<file path="src/rtl/rho_pkg.sv">
// rho_pkg: shared constants, rho offsets and state encoding for the rho stage
package rho_pkg;
    localparam int SLICES = 64;
    localparam int ADR_W = 6;
    localparam int LANES = 25;
    localparam logic [ADR_W-1:0] R [LANES] = '{
        6'd0,  6'd1,  6'd62, 6'd28, 6'd27,
        6'd36, 6'd44, 6'd6,  6'd55, 6'd20,
        6'd3,  6'd10, 6'd43, 6'd25, 6'd39,
        6'd41, 6'd45, 6'd15, 6'd21, 6'd8,
        6'd18, 6'd2,  6'd61, 6'd56, 6'd14
    };
    typedef enum logic [1:0] {IDLE, LOAD, STORE, DONE} state_t;
endpackage

</file>
<file path="src/rtl/rho_lane_buffer.sv">
// rho_lane_buffer: 25 lane registers written by slice, read back as a rho-rotated slice
module rho_lane_buffer
    import rho_pkg::*;
(
    input  logic             clock,
    input  logic             we,
    input  logic [ADR_W-1:0] wadr,
    input  logic [LANES-1:0] wdata,
    input  logic [ADR_W-1:0] radr,
    output logic [LANES-1:0] rdata
);
    logic [SLICES-1:0] lane [LANES];
    logic [ADR_W-1:0] idx [LANES];
    always_ff @(posedge clock)
        if (we)
            for (int l = 0; l < LANES; l++)
                lane[l][wadr] <= wdata[l];
    // 6-bit subtraction wraps naturally across slice 0/63
    for (genvar l = 0; l < LANES; l++) begin : g_rd
        assign idx[l] = radr - R[l];
        assign rdata[l] = lane[l][idx[l]];
    end
endmodule

</file>
<file path="src/rtl/rho_slice_rotator.sv">
// rho_slice_rotator: loads the theta result, writes back each slice with lanes rotated by rho
module rho_slice_rotator
    import rho_pkg::*;
(
    input  logic             clock,
    input  logic             reset,
    input  logic             start,
    input  logic [LANES-1:0] in,
    output logic             done,
    output logic [ADR_W-1:0] mem_adr,
    output logic [LANES-1:0] mem_in,
    output logic             mem_r,
    output logic             mem_w
);
    state_t state;
    logic [ADR_W-1:0] counter;
    logic [LANES-1:0] rot;
    rho_lane_buffer u_buf (
        .clock(clock),
        .we(mem_r),
        .wadr(counter),
        .wdata(in),
        .radr(counter),
        .rdata(rot)
    );
    // counter wraps to 0 at the end of each phase, so the address idles at 0
    assign mem_adr = counter;
    assign mem_in = mem_w ? rot : '0;
    always_ff @(posedge clock or negedge reset)
        if (!reset) begin
            state <= IDLE;
            counter <= '0;
            done <= 1'b0;
            mem_r <= 1'b0;
            mem_w <= 1'b0;
        end else begin
            case (state)
                IDLE: if (start) begin
                    state <= LOAD;
                    counter <= '0;
                    mem_r <= 1'b1;
                end
                LOAD: begin
                    counter <= counter + 6'd1;
                    if (&counter) begin
                        state <= STORE;
                        mem_r <= 1'b0;
                        mem_w <= 1'b1;
                    end
                end
                STORE: begin
                    counter <= counter + 6'd1;
                    if (&counter) begin
                        state <= DONE;
                        mem_w <= 1'b0;
                        done <= 1'b1;
                    end
                end
                default: if (!start) begin
                    state <= IDLE;
                    done <= 1'b0;
                end
            endcase
        end
endmodule

</file>
<file path="config.mk">
export PLATFORM = sky130hd
export DESIGN_NAME = rho_slice_rotator
export DESIGN_NICKNAME = d
export VERILOG_FILES = /design/src/rtl/rho_pkg.sv /design/src/rtl/rho_lane_buffer.sv /design/src/rtl/rho_slice_rotator.sv
export SDC_FILE = /design/constraint.sdc
export NUM_CORES = 2
export LEC_CHECK = 0
export BUFFER_PORTS_ARGS = -buffer_cell sky130_fd_sc_hd__buf_2
export CORE_MARGIN = 1
export CORE_UTILIZATION = 55
export CTS_CLUSTER_SIZE = 30
export DETAILED_ROUTE_END_ITERATION = 8
export GPL_TIMING_DRIVEN = 0
export PLACE_DENSITY = 0.67
export RECOVER_POWER = 25
export SLEW_MARGIN = 20
export SYNTH_ARGS = -nofsm -noshare
export SYNTH_HDL_FRONTEND = slang
export SYNTH_SLANG_ARGS = --single-unit
</file>
<file path="constraint.sdc">
create_clock -name clock -period 13.05 [get_ports clock]
set_input_delay 1.305 -clock clock [delete_from_list [all_inputs] [get_ports clock]]
set_output_delay 1.305 -clock clock [all_outputs]
set_load 0.05 [all_outputs]
</file>
== After elaboration in Yosys (flattened, before gate mapping) ==
Memories as Yosys holds them, arrays and structs flattened.
Cells that the tools add are included.

* Magnitude comparators: 26
* Reduce and logical (&&, ||, !) cells: 13
* Equality and inequality tests: 7
* Div/mod/pow operators: 0
* Bitwise logic cells: 1
* Muxes and demuxes: 69
* Shift operators: 0
* Multipliers: 0
* Add/sub/neg operators: 25

{| class="wikitable"
|+ Operator list
! cell !! count
|-
| less-than comparator 6 x 7 -> 1 bit, second input constant || 25
|-
| binary-select mux 1 bit (select 6 bit) || 25
|-
| two-way mux 64 bit || 1
|-
| subtractor 6 bit, second input constant || 10
|-
| subtractor 6 x 5 -> 6 bit, second input constant || 6
|-
| two-way mux 1 bit || 31
|-
| two-way mux 25 bit || 1
|-
| subtractor 6 x 4 -> 6 bit, second input constant || 4
|-
| case mux 6 bit (2 select lines) || 1
|-
| subtractor 6 x 2 -> 6 bit, second input constant || 2
|-
| AND reduction 3 bit || 3
|-
| two-way mux 2 bit || 4
|-
| adder 6 x 1 -> 6 bit, second input constant || 1
|-
| demux 1 bit (select 6 bit) || 1
|-
| >= comparator 6 x 1 -> 1 bit, second input constant || 1
|-
| two-way mux 6 bit || 1
|-
| inequality test 2 bit, second input constant || 3
|-
| case mux 1 bit (2 select lines) || 3
|-
| case mux 2 bit (3 select lines) || 1
|-
| AND reduction 6 bit || 1
|-
| nonzero test 2 bit || 3
|-
| subtractor 6 x 1 -> 6 bit, second input constant || 1
|-
| subtractor 6 x 3 -> 6 bit, second input constant || 1
|-
| inequality test 4 x 1 -> 1 bit, second input constant || 1
|-
| other kinds (9) || 10
|}

* Bits in writable memories: 1600
* Bits in registers: 11
* Input bits: 28
* Latch bits: 0
* Output and inout bits: 34
* Memory bits (read-only): 0
* Memories: 1

{| class="wikitable"
|+ Memory list
! memory !! words !! bits a word !! read ports !! clocked after Yosys merged registers in !! write ports !! RTL line !! source
|-
| u_buf.lane || 25 || 64 || 25 || 0 || 25 || rho_lane_buffer.sv:12 || <nowiki>logic [SLICES-1:0] lane [LANES];</nowiki>
|}

== Depth between registers and ports, before layout ==
* Depth in word-level cells: 5
* Depth in mapped cells: 16

== By module ==
A second synthesis with hierarchy kept.

* Cells, all modules: 2693
* Area, all modules: 62994.2 um^2

{| class="wikitable"
|+ By module, submodules not included
! module !! cells an instance !! instances !! area each (um^2)
|-
| rho_lane_buffer || 2592 || 1 || 62137.1
|-
| rho_slice_rotator || 101 || 1 || 857.1
|}

== Worst setup path before layout ==
Ideal clock, no wire load.

* Kind: reg-to-output
* Start point: register counter[0] (netlist: mem_adr[0])
* End point: output mem_in[13]
* Arrival time: 4.855 ns
* Slack: 6.890 ns
* Cell stages (with the launch flop): 17
* Path buffers: 9
* Path through: dfrtp_1 buf_4 buf_4 buf_4 buf_4 buf_2 inv_1 ha_1 buf_4 buf_4 buf_2 buf_1 mux4_2 mux2i_1 mux2i_1 mux2i_1 a211oi_1

* Longest elaborated chain between the ends: 4

{| class="wikitable"
|+ Ends and longest elaborated chain
! item !! RTL line !! source
|-
| start, declared || rho_slice_rotator.sv:16 || <nowiki>logic [ADR_W-1:0] counter;</nowiki>
|-
| start signal, assigned || rho_slice_rotator.sv:44 || <nowiki>counter <= counter + 6'd1;</nowiki>
|-
| start signal, assigned || rho_slice_rotator.sv:52 || <nowiki>counter <= counter + 6'd1;</nowiki>
|-
| subtractor 6 x 5 -> 6 bit || rho_lane_buffer.sv:20 || <nowiki>assign idx[l] = radr - R[l];</nowiki>
|-
| binary-select mux 1 bit (select 6 bit) || rho_lane_buffer.sv:21 || <nowiki>assign rdata[l] = lane[l][idx[l]];</nowiki>
|-
| two-way mux 1 bit (not written as such) || rho_lane_buffer.sv:21 ||
|-
| two-way mux 25 bit || rho_slice_rotator.sv:28 || <nowiki>assign mem_in = mem_w ? rot : '0;</nowiki>
|-
| end, declared || rho_slice_rotator.sv:11 || <nowiki>output logic [LANES-1:0] mem_in,</nowiki>
|}

No other way between the ends. The select of a mux whose other input is x is not followed.

== Worst setup path in the final report ==
* Start point: register counter[0] (netlist: mem_adr[0])
* End point: output mem_in[22]

* Longest elaborated chain between the ends: 4

{| class="wikitable"
|+ Ends and longest elaborated chain
! item !! RTL line
|-
| subtractor 6 bit || rho_lane_buffer.sv:20
|-
| binary-select mux 1 bit (select 6 bit) || rho_lane_buffer.sv:21
|-
| two-way mux 1 bit (not written as such) || rho_lane_buffer.sv:21
|-
| two-way mux 25 bit || rho_slice_rotator.sv:28
|}

No other way between the ends. The select of a mux whose other input is x is not followed.

==> impl_metrics.yaml <==
outcome:
  status: "finished with violations"
  violations: "design-rule violations, max-capacitance violations, max-slew violations"
worst_hold_path:
  min_path_type: "in -> async"
detailed_routing:
  met1_length_mm: 69.2
  highest_layer: "met4"
  vias_per_cell: 7.28
  vias: 33804
  wl_met3_mm: 30.4
  met2_length_mm: 91.6
  drt_iter0_drc: 6466
  drtPass1Iterations: 9
  wl_per_cell_um: 44.1
  ant_nets: 0
  drc_errors: 2
  routed_wl_mm: 205
pwr:
  leakage_nw: 23.2
  max-vdd-ir-drop_mv: 0.160
  pwr_density_cell_mw_per_mm2: 199
  power_w: 0.0147
clock_network:
  cts_buffers: 161
  clockRootBuffer: "clkbuf_16"
  clkLatencyLatePin_ns: 0.80
  clk_path_buf_depth: 3
  postCtsSetupBuffers: 0
  cts_hold_buf: 0
  path_clk_slew_ns: 0.07
  cts_tree: "built"
  numClockSinks: 1611
  cts_max_level: 4
  post_cts_resized: 0
setup_path:
  critPathKind: "reg -> out"
  timing.rr.start: "mem_adr[0]$_DFFE_PN0P_"
  slowest_stage: "buf_1"
  end_kind: "primary output"
  path_cells: "buf_4 -> buf_4 -> buf_4 -> buf_4 -> buf_2 -> inv_1 -> ha_1 -> buf_4 -> clkbuf_1 -> buf_1 -> mux4_2 -> mux2_2 -> nand2_1 -> o21ai_0 -> o21ai_0 -> o32ai_1 -> buf_2"
  critPathArrivalTime_ns: 7.59
  critPathRequiredTime_ns: 11.74
  startpoint_type: "register"
  cp_slowest_stage_delay_ns: 0.75
  cp_max_fo: 10
  cp-startpoint: "mem_adr[0]$_DFFE_PN0P_"
  crit_family: "buffers and inverters"
  crit_top_cell: "buf_4"
  path_buf_inv: 10
sta:
  relSlewSlack_pct: -91.3
  tightest_slew_ns: 2.87
  fmax_mhz: 112
  fin_crit_sh_pct: 68.2
  drv_slew: 975
  rsz0062_at_grt: "no"
  clock_skew_ns: 0.0419
  finalCriticalPeriod_ns: 8.90
  setup_viol: 0
  hold_viol_final: 0
  fin_tns_setup_ns: 0
floorplanning:
  fp.dieH_um: 340
  die_width_um: 340
  die-area_sq_mm: 0.115
  initial_core_util_pct: 55.6
  core_sq_mm: 0.113
  rows: 123
  io_pins: 62
grt:
  antenna_found_initial: 4
  grt_pass1_wl_mm: 274
  grt_max_degree: 65
  grt_usage_pct: 36.0
  overflow: 0
  grt_pass1_vias: 32831
synthesis:
  synth_area_sq_mm: 0.0627
  synth_most_common_cell: "edfxtp_1"
  synth_cells: 2661
  ys_ff_latch: 1611
  yosysTopAreaCell: "edfxtp_1"
  synth_top_area_share_pct: 76.6
  synth-async-reset-ratio_pct: 0.683
  syn-num-nets: 2711
  synth_area_leaders: "edfxtp_1 77%, mux4_2 17%, mux2i_1 0.99%, dfrtp_1 0.44%, ha_1 0.44%"
  synth_edf_count: 1600
  synthTopCellsByCount: "1600 x edfxtp_1, 474 x mux4_2, 69 x nor2_1, 62 x mux2i_1, 44 x clkbuf_1"
  synth-main-ff-cell: "edfxtp_1"
  syn-mean-instance-area_sq_um: 23.6
  synth_cell_type_count: 45
  synth_warnings: 0
  ys_seq_area_share_pct: 77.0
placement:
  place_area_sq_mm: 0.0689
  gp_congestion: 0.889
  dp_hpwl_mm: 133
  port_buffers: 61
flow_run:
  drv_cap: 15
cells_and_area:
  syn_to_final_growth_pct: 18.1
  fin_area_sq_mm: 0.0741
  nets: 3071
  drive_above_1_share_pct: 33.1
==> state kept, by name, summed over array words and instances, names as in the netlist <==
register    flops
mem_w           1
mem_r           1
state           2
mem_adr         6
done            1
u_buf.lane   1600
==> report_power, final <==
part	total (W)	internal, W	leakage (nW)	switching [W]
Clock	0.00461	0.00265	2.52	0.00196
Combinational	0.00419	0.00179	6.09	0.00240
Sequential	0.00590	0.00585	14.6	0.0000536
Total	0.0147	0.0103	23.2	0.00441
==> worst register-to-register path, cell delays in order, from the launching register on <==
cell	delay, ns
dfrtp_1	0.68
buf_4	0.31
buf_4	0.29
buf_4	0.40
buf_4	0.39
buf_2	0.43
inv_1	0.24
ha_1	0.51
buf_2	0.42
buf_2	0.39
buf_1	0.72
buf_2	0.53
nand3_1	0.17
o21ai_0	0.19
==> kinds of logic (layout without fill, tap and decap cells) <==
family	Yosys count	in the layout	synth area share, %
muxes	542	542	18.1
xor gates and xnor gates	48	48	0.718
DFF	1611	1611	77.0
adders and majority gates	22	22	0.439
other	0	2	0
buffers and inverters	139	622	1.15
AOI/OAI and AO/OA	124	124	1.27
and+or+nand+nor	175	175	1.27
==> through the flow <==
stage | utilization, % | hold WS, ns | instances | setup slack [ns]
floorplan | - | 0.502 | 2661 | 6.89
global placement | 57.5 | 0.536 | 4222 | 5.04
detailed placement | 61.1 | 0.559 | 4358 | 5.17
CTS | 65.7 | 0.393 | 4644 | 4.28
global route | 65.7 | 0.605 | 4645 | 4.11
finish | 65.7 | 0.617 | 4646 | 4.15
==> area by class of cell <==
type	instances	area, sq um
Antenna cell	2	5.00
Tap cell	1500	1880
Fill cell	6955	38700
Clock buffer	202	4330
Inverter	13	48.8
Clock inverter	84	866
Multi-Input combinational cell	911	14300
Timing Repair Buffer	197	3670
Buffer	126	677
Sequential cell	1611	48300
==> worst paths after layout <==
| kind | slack [ns] | to | cells past startpoint |
|---|---|---|---|
| worst min register to register | 0.62 | state[0]$_DFFE_PN0P_ | 2 |
| worst max register to register | 7.27 | mem_adr[1]$_DFFE_PN0P_ | 13 |
| worst max-delay path | 4.15 | mem_in[22] | 17 |
| min in group clock | 0.62 | state[0]$_DFFE_PN0P_ | 2 |
| worst min-delay path | 0.62 | mem_adr[5]$_DFFE_PN0P_ | 1 |
| max in group asynchronous | 11.87 | mem_adr[3]$_DFFE_PN0P_ | 1 |
==> per-layer routing <==
layer  GRT usage [%]  vias up
met2            53.2     3207
met5           0.776        -
met1            48.0    17717
li1                -    12136
met3            11.6      744
met4            19.5        0
==> cells in the final DEF (no fill, tap or decap), drive strengths merged, types with 5 or more instances in the layout <==
master / netlist / routed
o22ai: 11 / 11
nor2b: 20 / 20
mux2i: 62 / 62
edfxtp: 1600 / 1600
ha: 22 / 22
buf: 82 / 263
bufinv: 0 / 15
o21ai: 19 / 19
mux4: 474 / 474
nand2: 40 / 40
nand3: 22 / 22
clkinv: 1 / 60
xor2: 16 / 16
clkinvlp: 0 / 6
and2: 6 / 6
nor2: 69 / 69
dfrtp: 11 / 11
a31oi: 5 / 5
inv: 12 / 16
nand2b: 8 / 8
a211oi: 28 / 28
xnor2: 32 / 32
mux2: 6 / 6
clkbuf: 44 / 262
a21oi: 34 / 34
No activity file was read; power rests on OpenSTA's default activity.
